**config.mk**
```make
export PLATFORM = sky130hd
export DESIGN_NAME = font5x7_beep_seq
export DESIGN_NICKNAME = d
export VERILOG_FILES = /design/src/rtl/font5x7_beep_seq.sv
export SDC_FILE = /design/constraint.sdc
export NUM_CORES = 1
export LEC_CHECK = 0
export ABC_CLOCK_PERIOD_IN_PS = 4300
export CAP_MARGIN = 0
export CELL_PAD_IN_SITES_DETAIL_PLACEMENT = 0
export CELL_PAD_IN_SITES_GLOBAL_PLACEMENT = 1
export CORE_ASPECT_RATIO = 1.75
export CORE_MARGIN = 1.5
export CORE_UTILIZATION = 40
export CTS_CLUSTER_DIAMETER = 80
export DETAILED_ROUTE_END_ITERATION = 10
export MAX_ROUTING_LAYER = met4
export PLACE_DENSITY = 0.76
export RECOVER_POWER = 50
export SETUP_SLACK_MARGIN = 0.15
export SLEW_MARGIN = 10
export SYNTH_ARGS = -nofsm -noshare
export SYNTH_HDL_FRONTEND = slang
export SYNTH_SLANG_ARGS = --single-unit
```
**constraint.sdc**
```tcl
create_clock -name CK_i -period 4.3 [get_ports CK_i]
set_input_delay 0.86 -clock CK_i [delete_from_list [all_inputs] [get_ports CK_i]]
set_output_delay 0.86 -clock CK_i [all_outputs]
set_load 0.005 [all_outputs]
```
**src/rtl/font5x7_beep_seq.sv**
```systemverilog
// Square-wave melody sounder: a start request plays one of four fixed 4-note
// melodies (tone then silent gap per note) on SOUND_o, with BUSY_o/DONE_o status.
module font5x7_beep_seq #(
    parameter int unsigned C_F_CK    = 130_000_000,
    parameter int unsigned C_NOTE_MS = 100,
    parameter int unsigned C_GAP_MS  = 20
) (
    input  logic       CK_i,
    input  logic       XARST_i,
    input  logic       START_i,
    input  logic [1:0] PATTERN_i,
    input  logic       MUTE_i,
    output logic       BUSY_o,
    output logic       DONE_o,
    output logic       SOUND_o
);

    function automatic int unsigned clog2_f(input int unsigned v);
        int unsigned r;
        r = 1;
        for (int i = 1; i < 32; i++) begin
            if ((32'd1 << i) < v) begin
                r = i + 1;
            end
        end
        return r;
    endfunction

    localparam int unsigned NOTE_CYC = C_F_CK / 1000 * C_NOTE_MS;
    localparam int unsigned GAP_CYC  = C_F_CK / 1000 * C_GAP_MS;
    localparam int unsigned HP_C5    = C_F_CK / (2 * 523);
    localparam int unsigned HP_E5    = C_F_CK / (2 * 659);
    localparam int unsigned HP_G5    = C_F_CK / (2 * 784);
    localparam int unsigned HP_C6    = C_F_CK / (2 * 1047);
    localparam int unsigned DUR_MAX  = (NOTE_CYC > GAP_CYC) ? NOTE_CYC : GAP_CYC;
    localparam int unsigned DUR_W    = clog2_f(DUR_MAX);
    localparam int unsigned HP_W     = clog2_f(HP_C5);

    typedef enum logic [1:0] {
        S_IDLE = 2'd0,
        S_TONE = 2'd1,
        S_GAP  = 2'd2,
        S_FIN  = 2'd3
    } state_t;

    // Note codes: 0=REST, 1=C5, 2=E5, 3=G5, 4=C6
    function automatic logic [2:0] note_sel(input logic [1:0] pat, input logic [1:0] idx);
        logic [2:0] n;
        case ({pat, idx})
            4'b00_00: n = 3'd1;
            4'b00_01: n = 3'd2;
            4'b00_10: n = 3'd3;
            4'b00_11: n = 3'd4;
            4'b01_00: n = 3'd4;
            4'b01_01: n = 3'd3;
            4'b01_10: n = 3'd2;
            4'b01_11: n = 3'd1;
            4'b10_00: n = 3'd1;
            4'b10_01: n = 3'd0;
            4'b10_10: n = 3'd1;
            4'b10_11: n = 3'd0;
            4'b11_00: n = 3'd3;
            4'b11_01: n = 3'd3;
            4'b11_10: n = 3'd3;
            4'b11_11: n = 3'd4;
            default:  n = 3'd0;
        endcase
        return n;
    endfunction

    // REST keeps the half-period counter running on the C5 period; its output is masked anyway.
    function automatic logic [HP_W-1:0] hp_last(input logic [2:0] note);
        logic [HP_W-1:0] h;
        case (note)
            3'd1:    h = HP_W'(HP_C5 - 1);
            3'd2:    h = HP_W'(HP_E5 - 1);
            3'd3:    h = HP_W'(HP_G5 - 1);
            3'd4:    h = HP_W'(HP_C6 - 1);
            default: h = HP_W'(HP_C5 - 1);
        endcase
        return h;
    endfunction

    state_t           state_q, state_d;
    logic [1:0]       pat_q, pat_d;
    logic [1:0]       note_q, note_d;
    logic [DUR_W-1:0] dur_q, dur_d;
    logic [HP_W-1:0]  hp_q, hp_d;
    logic             phase_q, phase_d;
    logic             busy_q, busy_d;
    logic             done_q, done_d;
    logic             sound_q, sound_d;

    // State, datapath and output registers
    always_ff @(posedge CK_i or negedge XARST_i) begin
        if (!XARST_i) begin
            state_q <= S_IDLE;
            pat_q   <= 2'd0;
            note_q  <= 2'd0;
            dur_q   <= '0;
            hp_q    <= '0;
            phase_q <= 1'b0;
            busy_q  <= 1'b0;
            done_q  <= 1'b0;
            sound_q <= 1'b0;
        end else begin
            state_q <= state_d;
            pat_q   <= pat_d;
            note_q  <= note_d;
            dur_q   <= dur_d;
            hp_q    <= hp_d;
            phase_q <= phase_d;
            busy_q  <= busy_d;
            done_q  <= done_d;
            sound_q <= sound_d;
        end
    end

    // Next-state and sequencing counters
    always_comb begin
        state_d = state_q;
        pat_d   = pat_q;
        note_d  = note_q;
        dur_d   = dur_q;
        hp_d    = hp_q;
        phase_d = phase_q;
        case (state_q)
            S_IDLE: begin
                if (START_i) begin
                    state_d = S_TONE;
                    pat_d   = PATTERN_i;
                    note_d  = 2'd0;
                    dur_d   = '0;
                    hp_d    = '0;
                    phase_d = 1'b1;
                end else begin
                    phase_d = 1'b0;
                end
            end
            S_TONE: begin
                if (dur_q == DUR_W'(NOTE_CYC - 1)) begin
                    state_d = S_GAP;
                    dur_d   = '0;
                    hp_d    = '0;
                    phase_d = 1'b0;
                end else begin
                    dur_d = dur_q + DUR_W'(1);
                    if (hp_q == hp_last(note_sel(pat_q, note_q))) begin
                        hp_d    = '0;
                        phase_d = ~phase_q;
                    end else begin
                        hp_d = hp_q + HP_W'(1);
                    end
                end
            end
            S_GAP: begin
                phase_d = 1'b0;
                if (dur_q == DUR_W'(GAP_CYC - 1)) begin
                    dur_d = '0;
                    if (note_q == 2'd3) begin
                        state_d = S_FIN;
                    end else begin
                        state_d = S_TONE;
                        note_d  = note_q + 2'd1;
                        hp_d    = '0;
                        phase_d = 1'b1;
                    end
                end else begin
                    dur_d = dur_q + DUR_W'(1);
                end
            end
            S_FIN: begin
                state_d = S_IDLE;
                dur_d   = '0;
                phase_d = 1'b0;
            end
            default: begin
                state_d = S_IDLE;
                dur_d   = '0;
                hp_d    = '0;
                phase_d = 1'b0;
            end
        endcase
    end

    // Outputs are computed from the next state so they line up with it once registered
    always_comb begin
        busy_d  = (state_d != S_IDLE);
        done_d  = (state_d == S_FIN);
        sound_d = phase_d & (state_d == S_TONE)
                & (note_sel(pat_d, note_d) != 3'd0) & ~MUTE_i;
    end

    assign BUSY_o  = busy_q;
    assign DONE_o  = done_q;
    assign SOUND_o = sound_q;

endmodule
```
==> results of run 1 <==
-- cell usage after synthesis, drive strengths merged (3+ instances only) --
library cell,count
and3,13
a31oi,22
dfrtp,51
or4,13
nand2,54
nor3,13
o31ai,4
nor2,26
nand3b,5
nand2b,4
nor4,6
o21a,3
nand3,22
a21oi,6
o21ai,37
clkbuf,11
buf,5
ha,12
o211ai,6
nor2b,5
mux2,3
inv,17
nand4,5
mux2i,6
-- power by group through the flow --
stage	Clock (µW)	Sequential [µW]	Combinational, µW
floorplan	0	489	0.734
detailed placement	0	489	15.9
global route	491	479	17.0
global placement	0	489	15.9
finish	460	479	14.3
CTS	471	479	15.9
-- final timing paths --
kind	startpoint	endpoint	depth (start not counted)
setup / recovery	note_q[0]$_DFF_PN0_	hp_q[16]$_DFFE_PN0P_	8
hold / removal	dur_q[17]$_DFFE_PN0N_	dur_q[17]$_DFFE_PN0N_	1
setup reg to reg	note_q[0]$_DFF_PN0_	hp_q[16]$_DFFE_PN0P_	8
hold reg to reg	dur_q[17]$_DFFE_PN0N_	dur_q[17]$_DFFE_PN0N_	1
max in group asynchronous	XARST_i	state_q[1]$_DFF_PN0_	2
min in group asynchronous	XARST_i	hp_q[0]$_DFFE_PN0P_	1
-- area by class of cell --
cell class	count	area [µm²]	share of cell area, %
well taps	92	115	3.10
flip-flops and latches	51	1280	34.4
repair buffers	14	115	3.10
multi-input cells	313	1970	53.1
inverters	17	63.8	1.72
clock buffers	5	125	3.37
clock inverters	3	43.8	1.18
-- sequential cells by signal (all words and copies together) (netlist names) --
signal,cells
pat_q,2
hp_q,17
DONE_o,1
SOUND_o,1
note_q,2
state_q,2
dur_q,24
phase_q,1
BUSY_o,1
-- layer usage --
metal  wire length, µm  GRT usage (%)
met5                 0              -
met4               294           9.32
met2              5130           39.1
met3               205           3.07
met1              3420           22.6
-- placed cells by master, fill, tap and decap left out, types with 3 or more instances in the layout --
cell type,netlist,layout
nand2_1,54,54
dfrtp_1,51,51
o21ai_0,35,35
nor2_1,25,25
nand3_1,22,22
a31oi_1,22,22
inv_1,17,17
nor3_1,13,13
and3_1,13,13
or4_1,12,12
ha_1,12,12
clkdlybuf4s50_1,0,7
mux2i_1,6,6
a21oi_1,6,6
o211ai_1,6,6
nand4_1,5,5
nand3b_1,5,5
nor2b_1,5,5
nor4_1,5,5
clkbuf_16,0,5
buf_4,0,5
nand2b_1,4,4
o31ai_1,4,4
o21a_1,3,3
-- worst max-delay path, stage by stage, from the launching register on --
cell and delay (ps):
dfrtp_1 560, ha_1 410, nand3b_1 120, a211oi_1 480, nor2_1 70, or4_1 560, a2111o_1 650, nand2_1 330
o221ai_1 170
-- cell families (layout without fill, tap and decap cells) --
group / count (synthesis) / count (layout)
simple gates: 182 / 182
compound gates: 107 / 107
flops: 51 / 51
buf+inv: 33 / 39
fa+ha+maj: 12 / 12
mux: 9 / 9
xor+xnor: 3 / 3
-- through the flow --
step / instances / setup WS (ps) / instance area (µm²) / hold slack, ps
global placement: 487 / 987 / 3550 / 493
floorplan: 397 / 1330 / 3380 / 468
finish: 495 / 819 / 3710 / 518
global route: 495 / 573 / 3710 / 534
detailed placement: 487 / 837 / 3550 / 508
CTS: 495 / 839 / 3720 / 519
==> run_results.csv, run 1 <==
group,metric,value,unit
status,outcome,"complete, but fails checks",
status,violations,"capacitance limit, slew limit",
sta,rsz0062_at_grt,"no",
placement,place_hpwl,6720,µm
detailed_routing,wl,9050,µm
setup_path,start_kind,"register",
clock_tree,clockBufferDepth,2,
die,core-area,8260,µm²
clock_tree,cts_setup_buffers,0,
clock_tree,cts_sinks,51,
final_layout,area_growth_syn_to_layout,9.69,%
detailed_routing,initialDrtViolationCount,191,
sta,maxSlewViolCount,37,
clock_tree,numCtsBuffers,5,
die,rows,44,
clock_tree,post_cts_resized,0,
synth,synthSimpleGateAreaFrac,28.8,%
synth,synthTopCellsByArea,"dfrtp_1, nand2_1, o21ai_0",
sta,max_freq,0.287,GHz
final_layout,nFillCells,837,
setup_path,reg2reg_slack,820,ps
synth,synth_adder_area_share,4.44,%
flow_run,max-cap-violations,1,
clock_tree,clk_pin_slew_worst_paths,80,ps
detailed_routing,vias,3114,
die,io_pins,9,
pwr,p_comb_share,1.5,%
synth,ys.flop_type,"dfrtp_1",
grt,gr-total-overflow,0,
pwr,power.total,954,µW
sta,skew,9.95,ps
synth,yosysTopAreaCell,"dfrtp_1",
setup_path,worstPathRequired,4460,ps
synth,synth_xor_area_share,0.777,%
setup_path,path_class,"register to register",
clock_tree,cts_htree_levels,2,
final_layout,n_antenna_cell,0,
synth,yosysWarnings,0,
pwr,power.leakage,0.00155,µW
setup_path,worst-path-max-fanout,18,
sta,fin_crit_sh,81.0,%
setup_path,cp-end-kind,"register",
detailed_routing,dr.pass1.iters,4,
grt,grt_first_pass_wirelength,15100,µm
clock_tree,clkLatencyLatePin,300,ps
detailed_routing,vias_per_cell,6.29,
die,dieHeight,125,µm
sta,fin_tns_setup,0,ps
die,dieArea,9040,µm²
clock_tree,root_buffer,"clkbuf_16",
synth,synth_area_per_cell,8.52,µm²
final_layout,utilization,44.9,%
die,initial_core_util,41.0,%
synth,netlist.area_leader.share,37.7,%
clock_tree,cts_tree,"done",
sta,relSlewSlack,-29.3,%
synth,synth_compound_area_share,21.4,%
synth,synth_fp_nets,415,
grt,grt_pass1_vias,3064,
pwr,pwr-share-clk,48.3,%
pwr,switching_share,20.5,%
setup_path,worstPathArrival,3650,ps
pwr,p_switching,196,µW
placement,port_buffers,8,
synth,synth_edf_count,0,
detailed_routing,wl_per_cell,18.3,µm
pwr,power.density,257,nW/µm²
grt,grt_usage,21.7,%
sta,final-setup-viol-count,0,
sta,finalCriticalPeriod,3480,ps
clock_tree,hold_buffers,0,
grt,grt_max_degree,37,
hold_path,hold_path.class,"register to register",
pwr,power_frac_seq,50.2,%
synth,synth_seq_area_share,37.7,%
synth,yosysUniqueCellTypes,62,
synth,async_reset_ff_share,100,%
sta,worst_pin_slew,1940,ps
final_layout,drive_gt1_share,5.21,%
synth,synth.cell_area,3380,µm²
synth,synthCells,397,
grt,antenna_found_initial,0,
pwr,max-vdd-ir-drop,0.000222,V
synth,ys_ff_latch,51,
synth,synth_top_family_by_area,"simple AND/OR/NAND/NOR gates",
die,die_w,72.5,µm
synth,muxShareOfSynthArea,2.77,%
detailed_routing,antenna_left,0,
detailed_routing,drc,0,
final_layout,final_nets,420,
sta,hold_viol,0,
pwr,internal_power,758,µW
placement,routabilityCongestion,0.837,
(Power assumes the default switching activity.)
==> run 2: changes to the inputs <==
Settings changed: ABC_CLOCK_PERIOD_IN_PS 4300 to 3170, PLACE_DENSITY 0.76 to 0.79.
Clock period 4.3 ns to 3.17 ns, I/O delays scaled along.
==> run 2 against run 1 <==
  * The flow now finishes without violations
  * Routed wire length increased by 2.1%
  * Fmax rose by 17%
  * Worst setup slack got worse by 630 ps
  * Non-clock buffer count rose by 17
  * Combinational power is 43% higher
  * Clock power is 22% higher
  * Via count is 2.4% higher
  * Count of clock-buffer cells in the layout unchanged
  * Total power grew 29%
  * Die area did not move
  * Flip-flop and latch count stayed put
  * Highest routed layer unchanged
==> run_results.csv, run 2 (synthesized netlist as in run 1, its figures left out) <==
group,metric,value,unit
detailed_routing,wl,9240,µm
status,outcome,"complete, no violations",
die,rows,44,
sta,skew,9.52,ps
clock_tree,cts_sinks,51,
setup_path,r2r-end,"SOUND_o$_DFF_PN0_",
die,dieArea,9040,µm²
detailed_routing,initialDrtViolationCount,204,
setup_path,r2r.worst_path.cells,10,
grt,grt_first_pass_wirelength,15300,µm
clock_tree,root_buffer,"clkbuf_16",
setup_path,reg2reg_slack,190,ps
final_layout,seq_area,1280,µm²
detailed_routing,dr.pass1.iters,5,
hold_path,hold_path.class,"register to register",
clock_tree,numCtsBuffers,5,
clock_tree,hold_buffers,0,
pwr,max-vdd-ir-drop,0.000206,V
detailed_routing,vias,3188,
final_layout,largest_reg_flops,24,
clock_tree,cts_htree_levels,2,
grt,gr-total-overflow,0,
die,initial_core_util,41.0,%
placement,place_hpwl,6770,µm
sta,setup_slack,190,ps
setup_path,rr_startpoint,"dur_q[8]$_DFFE_PN0N_",
setup_path,start_kind,"register",
clock_tree,clkLatencyLatePin,300,ps
pwr,power.leakage,0.00164,µW
final_layout,regMostFlops,"dur_q",
sta,worst_pin_slew,1300,ps
pwr,p_switching,276,µW
sta,finalCriticalPeriod,2980,ps
final_layout,area_growth_syn_to_layout,16.3,%
die,die_w,72.5,µm
setup_path,worstPathRequired,3340,ps
clock_tree,clockBufferDepth,2,
pwr,power_frac_seq,52.9,%
pwr,switching_share,22.5,%
final_layout,final_cell_mix,"nand2_1, dfrtp_1, o21ai_0, nor2_1",
die,dieHeight,125,µm
placement,dp_slack,75.4,ps
sta,hold_viol,0,
detailed_routing,antenna_left,0,
sta,max_freq,0.336,GHz
final_layout,reg_top3,"dur_q x24, hp_q x17",
pwr,power.density,312,nW/µm²
sta,rsz0062_at_grt,"yes",
setup_path,cp-end-kind,"register",
final_layout,final_nets,437,
setup_path,crit_start,"dur_q[8]$_DFFE_PN0N_",
die,core-area,8260,µm²
setup_path,worst-path-max-fanout,7,
final_layout,multi_input_area,2090,µm²
pwr,internal_power,954,µW
sta,final-setup-viol-count,0,
final_layout,n_antenna_cell,0,
detailed_routing,wl_per_cell,18.1,µm
final_layout,drive_gt1_share,14.3,%
grt,grt_pass1_vias,3106,
clock_tree,cts_tree,"done",
detailed_routing,drc,0,
flow_run,max-cap-violations,0,
placement,routabilityCongestion,0.912,
sta,fin_crit_sh,94.0,%
final_layout,final_common_cell,"nand2_1",
setup_path,worstPathArrival,3150,ps
die,io_pins,9,
clock_tree,clk_pin_slew_worst_paths,70,ps
sta,maxSlewViolCount,0,
grt,grt_max_degree,52,
final_layout,nFillCells,833,
grt,antenna_found_initial,0,
detailed_routing,vias_per_cell,6.23,
sta,relSlewSlack,13.2,%
sta,fin_tns_setup,0,ps
pwr,p_comb_share,1.7,%
placement,port_buffers,8,
pwr,pwr-share-clk,45.5,%
setup_path,path_class,"register to register",
setup_path,cp-endpoint,"SOUND_o$_DFF_PN0_",
grt,grt_usage,22.0,%
## run 2: cell type report
class | count | share of cell area [%]
inverters | 17 | 1.62
clock buffers | 5 | 3.18
multi-input cells | 313 | 53.0
clock inverters | 3 | 0.604
repair buffers | 31 | 6.23
well taps | 92 | 2.92
flip-flops and latches | 51 | 32.5
## run 2: power by group through the flow
stage                     Combinational, µW  Clock [µW]  Sequential, µW
final                                  20.5         559             650
after global routing                   24.4         601             650
after detailed placement               21.9           0             663
after CTS                              22.1         584             650
after floorplan                       0.996           0             663
after global placement                 21.6           0             663
## run 2: per-layer routing
metal	vias to the layer above	wire, µm	GRT usage (%)
met4	0	265	10.5
met2	44	5230	39.3
met5	-	0	-
li1	1553	-	-
met3	16	154	2.67
met1	1575	3590	23.1
## run 2: critical path, cell delays in order (launching register included)
cell,delay [ps]
dfrtp_1,460
or4_4,570
nor4_4,330
nand3_2,160
o21ai_0,250
a22oi_2,130
ha_1,330
nor4_1,290
mux2i_1,140
o2111ai_2,100
a21oi_2,80
## run 2: worst min path at each step
stage / from / endpoint / cells after the start
global placement: dur_q[1]$_DFFE_PN0N_ / dur_q[1]$_DFFE_PN0N_ / 2
global route: dur_q[5]$_DFFE_PN0N_ / dur_q[5]$_DFFE_PN0N_ / 1
detailed placement: dur_q[17]$_DFFE_PN0N_ / dur_q[17]$_DFFE_PN0N_ / 1
floorplan: XARST_i / BUSY_o$_DFF_PN0_ / 0
CTS: XARST_i / hp_q[12]$_DFFE_PN0P_ / 2
finish: dur_q[17]$_DFFE_PN0N_ / dur_q[17]$_DFFE_PN0N_ / 1
## run 2: per-stage QoR
stage	cell area (µm²)	instances	hold slack, ps	utilization (%)	power (µW)
6_report	3940	512	519	47.7	1230
5_1_grt	3940	512	534	47.7	1280
4_1_cts	3820	508	477	46.2	1260
3_5_place_dp	3630	498	502	44.0	685
3_3_place_gp	3630	498	508	44.0	684
2_1_floorplan	3380	397	338	-	664
## run 2: repair_timing
| item | CTS | global route |
|---|---|---|
| setup endpoints to repair | 1 | 13 |
| setup buffers | 2 | 4 |
| gates resized for setup | 6 | 16 |
| gates cloned | 0 | 0 |
| pin swaps | 1 | 7 |
==> run 3: changes to the inputs <==
--- a/config.mk
+++ b/config.mk
@@ -10,8 +10,9 @@
 export CELL_PAD_IN_SITES_DETAIL_PLACEMENT = 0
 export CELL_PAD_IN_SITES_GLOBAL_PLACEMENT = 1
-export CORE_ASPECT_RATIO = 1.75
+export CORE_ASPECT_RATIO = 0.7
 export CORE_MARGIN = 1.5
 export CORE_UTILIZATION = 40
 export CTS_CLUSTER_DIAMETER = 80
+export CTS_CLUSTER_SIZE = 16
 export DETAILED_ROUTE_END_ITERATION = 10
 export MAX_ROUTING_LAYER = met4
==> constraint.sdc (replaced) <==
create_clock -name CK_i -period 3.17 [get_ports CK_i]
set_input_delay 0.634 -clock CK_i [delete_from_list [all_inputs] [get_ports CK_i]]
set_output_delay 0.634 -clock CK_i [all_outputs]
set_load 0.01 [all_outputs]
==> run 3 against run 2 <==
  * Clock skew decreased by 0.80 ps
  * Sequential share of layout area down 0.52 points
  * Worst setup slack better by 35 ps
  * Cell area grew 1.6%
  * Die area down 0.14%
  * Sequential power hardly changed
  * Routed wire length is 3.1% higher
  * Final cell count up 2.7%
  * Critical endpoint unchanged
  * Largest power group unchanged
==> run_results.csv, run 3 (synthesized netlist as in run 1, its figures left out) <==
group,metric,value,unit
detailed_routing,drc,0,
clock_tree,cts_htree_levels,2,
sta,relSlewSlack,11.3,%
setup_path,r2r-end,"SOUND_o$_DFF_PN0_",
clock_tree,numCtsBuffers,5,
clock_tree,cts_sinks,51,
final_layout,drive_gt1_share,14.8,%
die,rows,27,
sta,finalCriticalPeriod,2950,ps
pwr,power.density,329,nW/µm²
setup_path,rr_startpoint,"dur_q[9]$_DFFE_PN0N_",
hold_path,min_path_cells,1,
final_layout,seq_area,1280,µm²
setup_path,max_stage_delay,560,ps
placement,dp_slack,190,ps
detailed_routing,vias,3210,
status,outcome,"complete, no violations",
grt,grt_usage,22.4,%
final_layout,area_growth_syn_to_layout,18.2,%
setup_path,crit_family,"simple AND/OR/NAND/NOR gates",
flow_run,max-cap-violations,0,
setup_path,critPathBufInv,1,
setup_path,path_class,"register to register",
sta,rsz0062_at_grt,"yes",
die,core-area,8040,µm²
grt,gr-total-overflow,0,
die,die_w,113,µm
hold_path,min_to,"dur_q[5]$_DFFE_PN0N_",
clock_tree,clk_pin_slew_worst_paths,70,ps
die,io_pins,9,
detailed_routing,wl,9530,µm
sta,hold_viol,0,
final_layout,utilization,49.8,%
setup_path,worst-path-max-fanout,4,
grt,grt_pass1_vias,2920,
clock_tree,cts_tree,"done",
detailed_routing,vias_per_cell,6.10,
sta,fin_tns_setup,0,ps
hold_path,min-delay-start,"dur_q[5]$_DFFE_PN0N_",
sta,holdWs,516,ps
setup_path,crit_slowest_cell,"or4_4",
sta,worst_pin_slew,1330,ps
final_layout,final_cell_mix,"nand2_1, dfrtp_1, o21ai_0, buf_4, nor2_1",
setup_path,r2r.worst_path.cells,10,
detailed_routing,wl_per_cell,18.1,µm
setup_path,start_kind,"register",
sta,max_freq,0.340,GHz
final_layout,final_nets,442,
placement,port_buffers,8,
final_layout,multi_input_area,2080,µm²
detailed_routing,antenna_left,0,
detailed_routing,dr.pass1.iters,5,
final_layout,reg_top3,"dur_q x24, hp_q x17",
sta,fin_crit_sh,92.9,%
grt,antenna_found_initial,0,
sta,setup_slack,225,ps
pwr,power.leakage,0.00167,µW
setup_path,cp-end-kind,"register",
final_layout,nFillCells,763,
hold_path,hold_path.class,"register to register",
final_layout,n_antenna_cell,0,
detailed_routing,initialDrtViolationCount,243,
die,dieHeight,79.9,µm
pwr,power.total,1310,µW
setup_path,worstPathArrival,3110,ps
die,initial_core_util,42.1,%
final_layout,largest_reg_flops,24,
sta,final-setup-viol-count,0,
setup_path,worstPathRequired,3330,ps
setup_path,reg2reg_slack,220,ps
pwr,max-vdd-ir-drop,0.000223,V
die,dieArea,9030,µm²
sta,maxSlewViolCount,0,
clock_tree,clockBufferDepth,2,
grt,grt_max_degree,52,
grt,grt_first_pass_wirelength,15300,µm
setup_path,path_cells,"or4_4, or4_4, o311ai_4, o311ai_4, inv_1, ha_1, nor4_2, mux2i_1, o2111ai_1, a21oi_1",
clock_tree,root_buffer,"clkbuf_16",
placement,place_hpwl,6540,µm
final_layout,final_common_cell,"nand2_1",
clock_tree,clkLatencyLatePin,300,ps
sta,skew,8.72,ps
placement,routabilityCongestion,0.877,
final_layout,regMostFlops,"dur_q",
[run 3: cell count changes in the layout (fill, tap and decap cells not counted), sizes merged]
| cell | change |
|---|---|
| clkbuf | +1 |
| bufinv | +1 |
| clkinvlp | -1 |
| inv | -1 |
| buf | +5 |
[run 3: final cells by class]
| class | count | share of cell area (%) |
|---|---|---|
| multi-input cells | 313 | 51.9 |
| flip-flops and latches | 51 | 31.9 |
| clock buffers | 6 | 3.47 |
| inverters | 17 | 1.60 |
| clock inverters | 2 | 0.876 |
| well taps | 101 | 3.16 |
| repair buffers | 36 | 7.07 |
[run 3: timing repair]
action | CTS | global route
pin swaps | 1 | 6
hold buffers | 0 | 0
gates resized for setup | 3 | 19
endpoints found under the setup margin | 1 | 18
buffers inserted | 1 | 4
[run 3: worst register-to-register path, stage by stage (launching register included)]
cell	delay [ps]
dfrtp_1	420
or4_4	560
or4_4	550
o311ai_4	270
o311ai_4	160
inv_1	100
ha_1	250
nor4_2	260
mux2i_1	100
o2111ai_1	90
a21oi_1	70
[run 3: stage by stage]
| step | cell area, µm² | instances |
|---|---|---|
| after global placement | 3690 | 513 |
| after global routing | 4000 | 526 |
| after CTS | 3890 | 522 |
| final | 4000 | 526 |
| after detailed placement | 3690 | 513 |
| after floorplan | 3380 | 397 |
[run 3: power breakdown]
part           total [µW]  internal [µW]  switching [µW]  leakage, µW
Combinational        20.0           5.76            14.2     0.000964
Sequential            650            650               0     0.000620
Clock                 644            393             251    0.0000868
[run 3: worst max-delay path by stage]
stage | slack, ps | cells past startpoint | to | startpoint
floorplan | 200 | 11 | hp_q[13]$_DFFE_PN0P_ | note_q[0]$_DFF_PN0_
detailed placement | 190 | 10 | SOUND_o$_DFF_PN0_ | dur_q[7]$_DFFE_PN0N_
global placement | 210 | 10 | SOUND_o$_DFF_PN0_ | dur_q[7]$_DFFE_PN0N_
finish | 220 | 10 | SOUND_o$_DFF_PN0_ | dur_q[9]$_DFFE_PN0N_
CTS | 170 | 10 | SOUND_o$_DFF_PN0_ | dur_q[9]$_DFFE_PN0N_
global route | 90 | 13 | SOUND_o$_DFF_PN0_ | dur_q[0]$_DFFE_PN0N_
[run 3: layer usage]
layer | GRT usage, % | routed length [µm] | vias up
li1 | - | - | 1562
met1 | 34.4 | 4940 | 1527
met2 | 30.5 | 3870 | 111
met3 | 3.49 | 626 | 10
met4 | 5.38 | 95 | 0
met5 | - | 0 | -
==> patch 1: new RTL, config.mk and constraints of run 2 <==
`C_GAP_MS`: 20 -> 40.
--- a/src/rtl/font5x7_beep_seq.sv
+++ b/src/rtl/font5x7_beep_seq.sv
@@ -4,5 +4,5 @@
     parameter int unsigned C_F_CK    = 130_000_000,
     parameter int unsigned C_NOTE_MS = 100,
-    parameter int unsigned C_GAP_MS  = 20
+    parameter int unsigned C_GAP_MS  = 40
 ) (
     input  logic       CK_i,
Behaviour: same outputs for any inputs over 10 cycles, from zero or initial values and one cycle with XARST_i low; that may be too few to reach the edited logic, so the function may still have changed.
==> patch 1 against run 2 <==
- worst hold slack worse by 280 ps
- area after synthesis rose by 1.3%
- worst setup slack better by 13 ps
- die area is 1.3% higher
- sequential cell count stayed put
- fmax increased by 0.44%
- wire length down 6.1%
- power grew 11%
- count of clock-buffer cells in the layout up 1
- design area down 1.6%
- global-route usage decreased by 1.6 points
- largest cell class unchanged
==> patch 1: results (changes against run 2) <==
Internal power consumption: 1.11 mW (was 954 uW)
Synth Net Count: 413 (was 415)
Top fanout value on the critical path: 5 (was 7)
Biggest area consumer among synthesized cells: dfrtp_1 (unchanged)
Power density of the placed cells: 351 nW/um^2 (was 312 nW/um^2)
First DRT Iteration DRCs: 173 (was 204)
Core occupancy in the finished layout: 0.466 (was 0.477)
Worst-margin pin slew: 1140 ps (was 1300 ps)
Fraction of the yosys area taken by sequential cells: 0.372 (was 0.377)
Share of post-route cells with drive strength above 1: 0.0988 (was 0.143)
Final clock-cell share: 0.0488 (was 0.0378)
Run status: completed (unchanged)
Number of nets at the end of the flow: 422 (was 437)
Most used standard cells in the synthesized netlist: o21ai_0, dfrtp_1, nand2_1 (was nand2_1, dfrtp_1, o21ai_0)
Fraction of the mapped netlist area in compound gates: 0.223 (was 0.214)
Parity-gate share of the synthesized area counting xor and xnor cells: 0.0153 (was 0.00777)
Vias: 3058 (was 3188)
First-pass GRT wire length: 14400 um (was 15300 um)
Cell family with the largest share of critical-path delay: compound AO/OA/AOI/OAI gates (was simple AND/OR/NAND/NOR gates)
Layout clock buffers: 6 (was 5)
Post-detailed-routing wire length: 8680 um (was 9240 um)
Area after DPL: 3610 um^2 (was 3630 um^2)
Non-CTS buffers: 24 (was 31)
Number of filler cells placed in the layout: 823 (was 833)
Largest net degree at the start of global routing: 45 (was 52)
Longest individual stage delay on the worst path: 480 ps (was 570 ps)
Hold Path Class: input port to async pin (was flop to flop)
Leakage: 1.62 nW (was 1.64 nW)
Worst Skew: 8.22 ps (was 9.52 ps)
GR Util All Layers: 0.204 (was 0.220)
Clock group share of total power: 0.507 (was 0.455)
Largest register by flop count: dur_q (unchanged)
Slowest cell on the critical path: or3b_2 (was or4_4)
Cell types occupying the most area after synthesis: dfrtp_1, o21ai_0, ha_1 (was dfrtp_1, nand2_1, o21ai_0)
Weighted congestion reported at the end of routability-driven placement: 0.859 (was 0.912)
Post-cts sizing count: 2 (was 6)
Fraction of area in non-clock buffers: 0.0526 (was 0.0623)
Data arrival, critical path: 3180 ps (was 3150 ps)
Arithmetic-cell share of the synthesized area counting full adders, half adders and majority gates: 0.0438 (was 0.0444)
==> patch 1: layer usage <==
metal / up-vias / wire length, um / track usage
met1: 1481 / 3320 / 0.214
met5: - / 0 / -
li1: 1473 / - / -
met3: 28 / 298 / 0.0298
met2: 76 / 4680 / 0.353
met4: 0 / 382 / 0.113
==> patch 1: worst paths after layout <==
path	startpoint	endpoint	slack (ps)	depth (start not counted)
worst max-delay path	note_q[0]	SOUND_o	200	10
worst min-delay path	XARST_i	hp_q[2]	240	1
worst max register to register	note_q[0]	SOUND_o	200	10
worst min register to register	hp_q[11]	hp_q[11]	540	1
max in group asynchronous	XARST_i	note_q[0]	1390	2
min in group CK_i	hp_q[11]	hp_q[11]	540	1
==> patch 1: per-stage QoR <==
step	hold WS (ps)	instances	worst slack [ps]
2_1_floorplan	338	395	336
3_3_place_gp	483	507	227
3_5_place_dp	483	507	62.3
4_1_cts	163	515	148
5_1_grt	247	520	38.2
6_report	239	520	203
==> patch 2: new RTL, flow settings as in run 2 <==
Without the edit above. Put one more register stage on the output `DONE_o`, with the module's reset. The value now appears one clock later. The other outputs are not delayed to match.
--- a/src/rtl/font5x7_beep_seq.sv
+++ b/src/rtl/font5x7_beep_seq.sv
@@ -193,5 +193,11 @@
 
     assign BUSY_o  = busy_q;
-    assign DONE_o  = done_q;
+    always_ff @(posedge CK_i or negedge XARST_i) begin
+        if (!XARST_i) begin
+            DONE_o <= '0;
+        end else begin
+            DONE_o <= done_q;
+        end
+    end
     assign SOUND_o = sound_q;
 
Check against the original RTL: same outputs for any inputs over 10 cycles, from zero or initial values and one cycle with XARST_i low; that may be too few to reach the edited logic, so the function may still have changed.
==> patch 2 against run 2 <==
- the flow now finishes with violations (max-capacitance violations, max-slew violations)
- worst setup slack improved by 110 ps
- area after synthesis is 2.4% higher
- core utilization down 1.0 points
- critical path depth did not move
- synthesized cell count increased by 0.25%
- die area is 2.3% higher
- wire length shrank 2.3%
- global-route usage decreased by 1.2 points
- design area decreased by 0.83%
- sequential cell count grew 1
- critical endpoint is now hp_q[12]
Power is not compared: it rests on default switching activity, and its combinational part moved more than twofold at a synthesized area within 25%.
==> patch 2: results (changes against run 2) <==
Run status: finished with violations (was completed)
Failing checks: max-capacitance violations, max-slew violations
Top fanout value on the critical path: 6 (was 7)
Vias: 3033 (was 3188)
Worst Skew: 7.39 ps (was 9.52 ps)
Area after DPL: 3700 um^2 (was 3630 um^2)
Via count of the first global-routing pass: 3083 (was 3106)
Worst Hold Endpoint: DONE_o (was dur_q[17])
Max capacitance violation total: 1 (was 0)
Via-per-instance ratio: 5.74 (was 6.23)
Post-synthesis cell type count: 61 (was 62)
DRT Pass-1 Iters: 4 (was 5)
Share of post-route cells with drive strength above 1: 0.119 (was 0.143)
Data arrival, critical path: 3060 ps (was 3150 ps)
Cells on Worst Hold Path: 0 (was 1)
First-pass GRT wire length: 14600 um (was 15300 um)
Worst R2R End: hp_q[12] (was SOUND_o)
Post-DR wirelength/cell: 17.1 um (was 18.1 um)
Number of nets at the end of the flow: 429 (was 437)
Number of filler cells placed in the layout: 856 (was 833)
Worst hold margin: 366 ps (was 519 ps)
Fraction of the yosys area taken by sequential cells: 0.376 (was 0.377)
Avg Synthesized Cell Area: 8.70 um^2 (was 8.52 um^2)
Clock root cell: clkbuf_16 (unchanged)
GR Util All Layers: 0.208 (was 0.220)
Reg-to-reg startpoint: note_q[0] (was dur_q[8])
Cell types occupying the most area after synthesis: dfrtp_1, o21ai_0, nand2_1 (was dfrtp_1, nand2_1, o21ai_0)
FF-to-FF setup slack: 300 ps (was 190 ps)
Synth Net Count: 415 (unchanged)
Instance count after placement with tap cells included: 520 (was 498)
Final HPWL from detailed placement: 6770 um (about the same)
Setup bufs post-CTS: 0 (was 2)
Startpoint of the most critical hold path: done_q (was dur_q[17])
Most used standard cells in the synthesized netlist: dfrtp_1, nand2_1, o21ai_0 (was nand2_1, dfrtp_1, o21ai_0)
Number of antenna violations at the first check in global routing: 0 (unchanged)
Largest registers in the final layout: dur_q (24), hp_q (17) (unchanged)
Weighted congestion reported at the end of routability-driven placement: 0.904 (was 0.912)
Max-slew headroom at the worst pin: -0.454 (was 0.132)
Max-slew violations: 39 (was 0)
First DRT Iteration DRCs: 109 (was 204)
Largest net degree at the start of global routing: 39 (was 52)
==> patch 2: cells by family (layout without fill, tap and decap cells) <==
| family | count (synthesis) | in the layout | synth area share |
|---|---|---|---|
| simple gates | 191 | 191 | 0.296 |
| compound gates | 101 | 101 | 0.207 |
| buf+inv | 29 | 44 | 0.0426 |
| xor+xnor | 8 | 8 | 0.0202 |
| fa+ha+maj | 11 | 11 | 0.0397 |
| flops | 52 | 52 | 0.376 |
| mux | 6 | 6 | 0.0188 |
==> patch 2: per-layer routing <==
layer | part of all wire | vias up | global-route usage
met4 | 0.024 | 0 | 0.0697
met5 | 0 | - | -
met2 | 0.58 | 38 | 0.402
met1 | 0.38 | 1489 | 0.201
met3 | 0.016 | 15 | 0.0296
li1 | - | 1491 | -
==> patch 2: timing repair <==
item	in CTS	in global routing
endpoints found under the setup margin	2	18
pin swaps	1	4
resized for setup	1	9
==> patch 2: per-stage QoR <==
stage / power (mW) / worst slack [ps]
final: 2.32 / 304
after global routing: 2.45 / 123
after CTS: 2.30 / 158
after detailed placement: 1.67 / 134
after global placement: 1.66 / 187
after floorplan: 1.42 / 295
==> patch 2: critical path, cell delays in order (launching register included) <==
cell	delay (ps)
dfrtp_1	440
inv_1	90
ha_2	220
and3b_1	200
o21ai_0	400
mux2_2	400
o211ai_1	150
nor4_4	90
nor2b_2	350
nand2_4	130
o311ai_1	300
==> patch 2: power breakdown <==
group	total (mW)	switching, mW	leakage [nW]	internal (mW)
Sequential	0.811	0.0900	0.713	0.721
Clock	0.631	0.259	0.0798	0.372
Combinational	0.876	0.530	0.787	0.345
Total	2.32	0.879	1.58	1.44
==> patch 2: how the worst max path moves through the flow <==
stage	start	endpoint	slack [ps]	depth (start not counted)
6_report	note_q[0]	hp_q[12]	300	10
5_1_grt	dur_q[7]	SOUND_o	120	11
4_1_cts	note_q[0]	hp_q[5]	160	10
3_5_place_dp	dur_q[7]	SOUND_o	130	11
3_3_place_gp	note_q[0]	SOUND_o	190	9
2_1_floorplan	dur_q[7]	SOUND_o	290	10
==> patch 2: cell type report <==
type	instances	area (um^2)	area share
repair buffers	23	184	0.0471
well taps	115	144	0.0369
multi-input cells	317	2060	0.527
inverters	13	48.8	0.0125
clock buffers	5	125	0.0321
flip-flops and latches	52	1300	0.333
clock inverters	3	42.5	0.0109
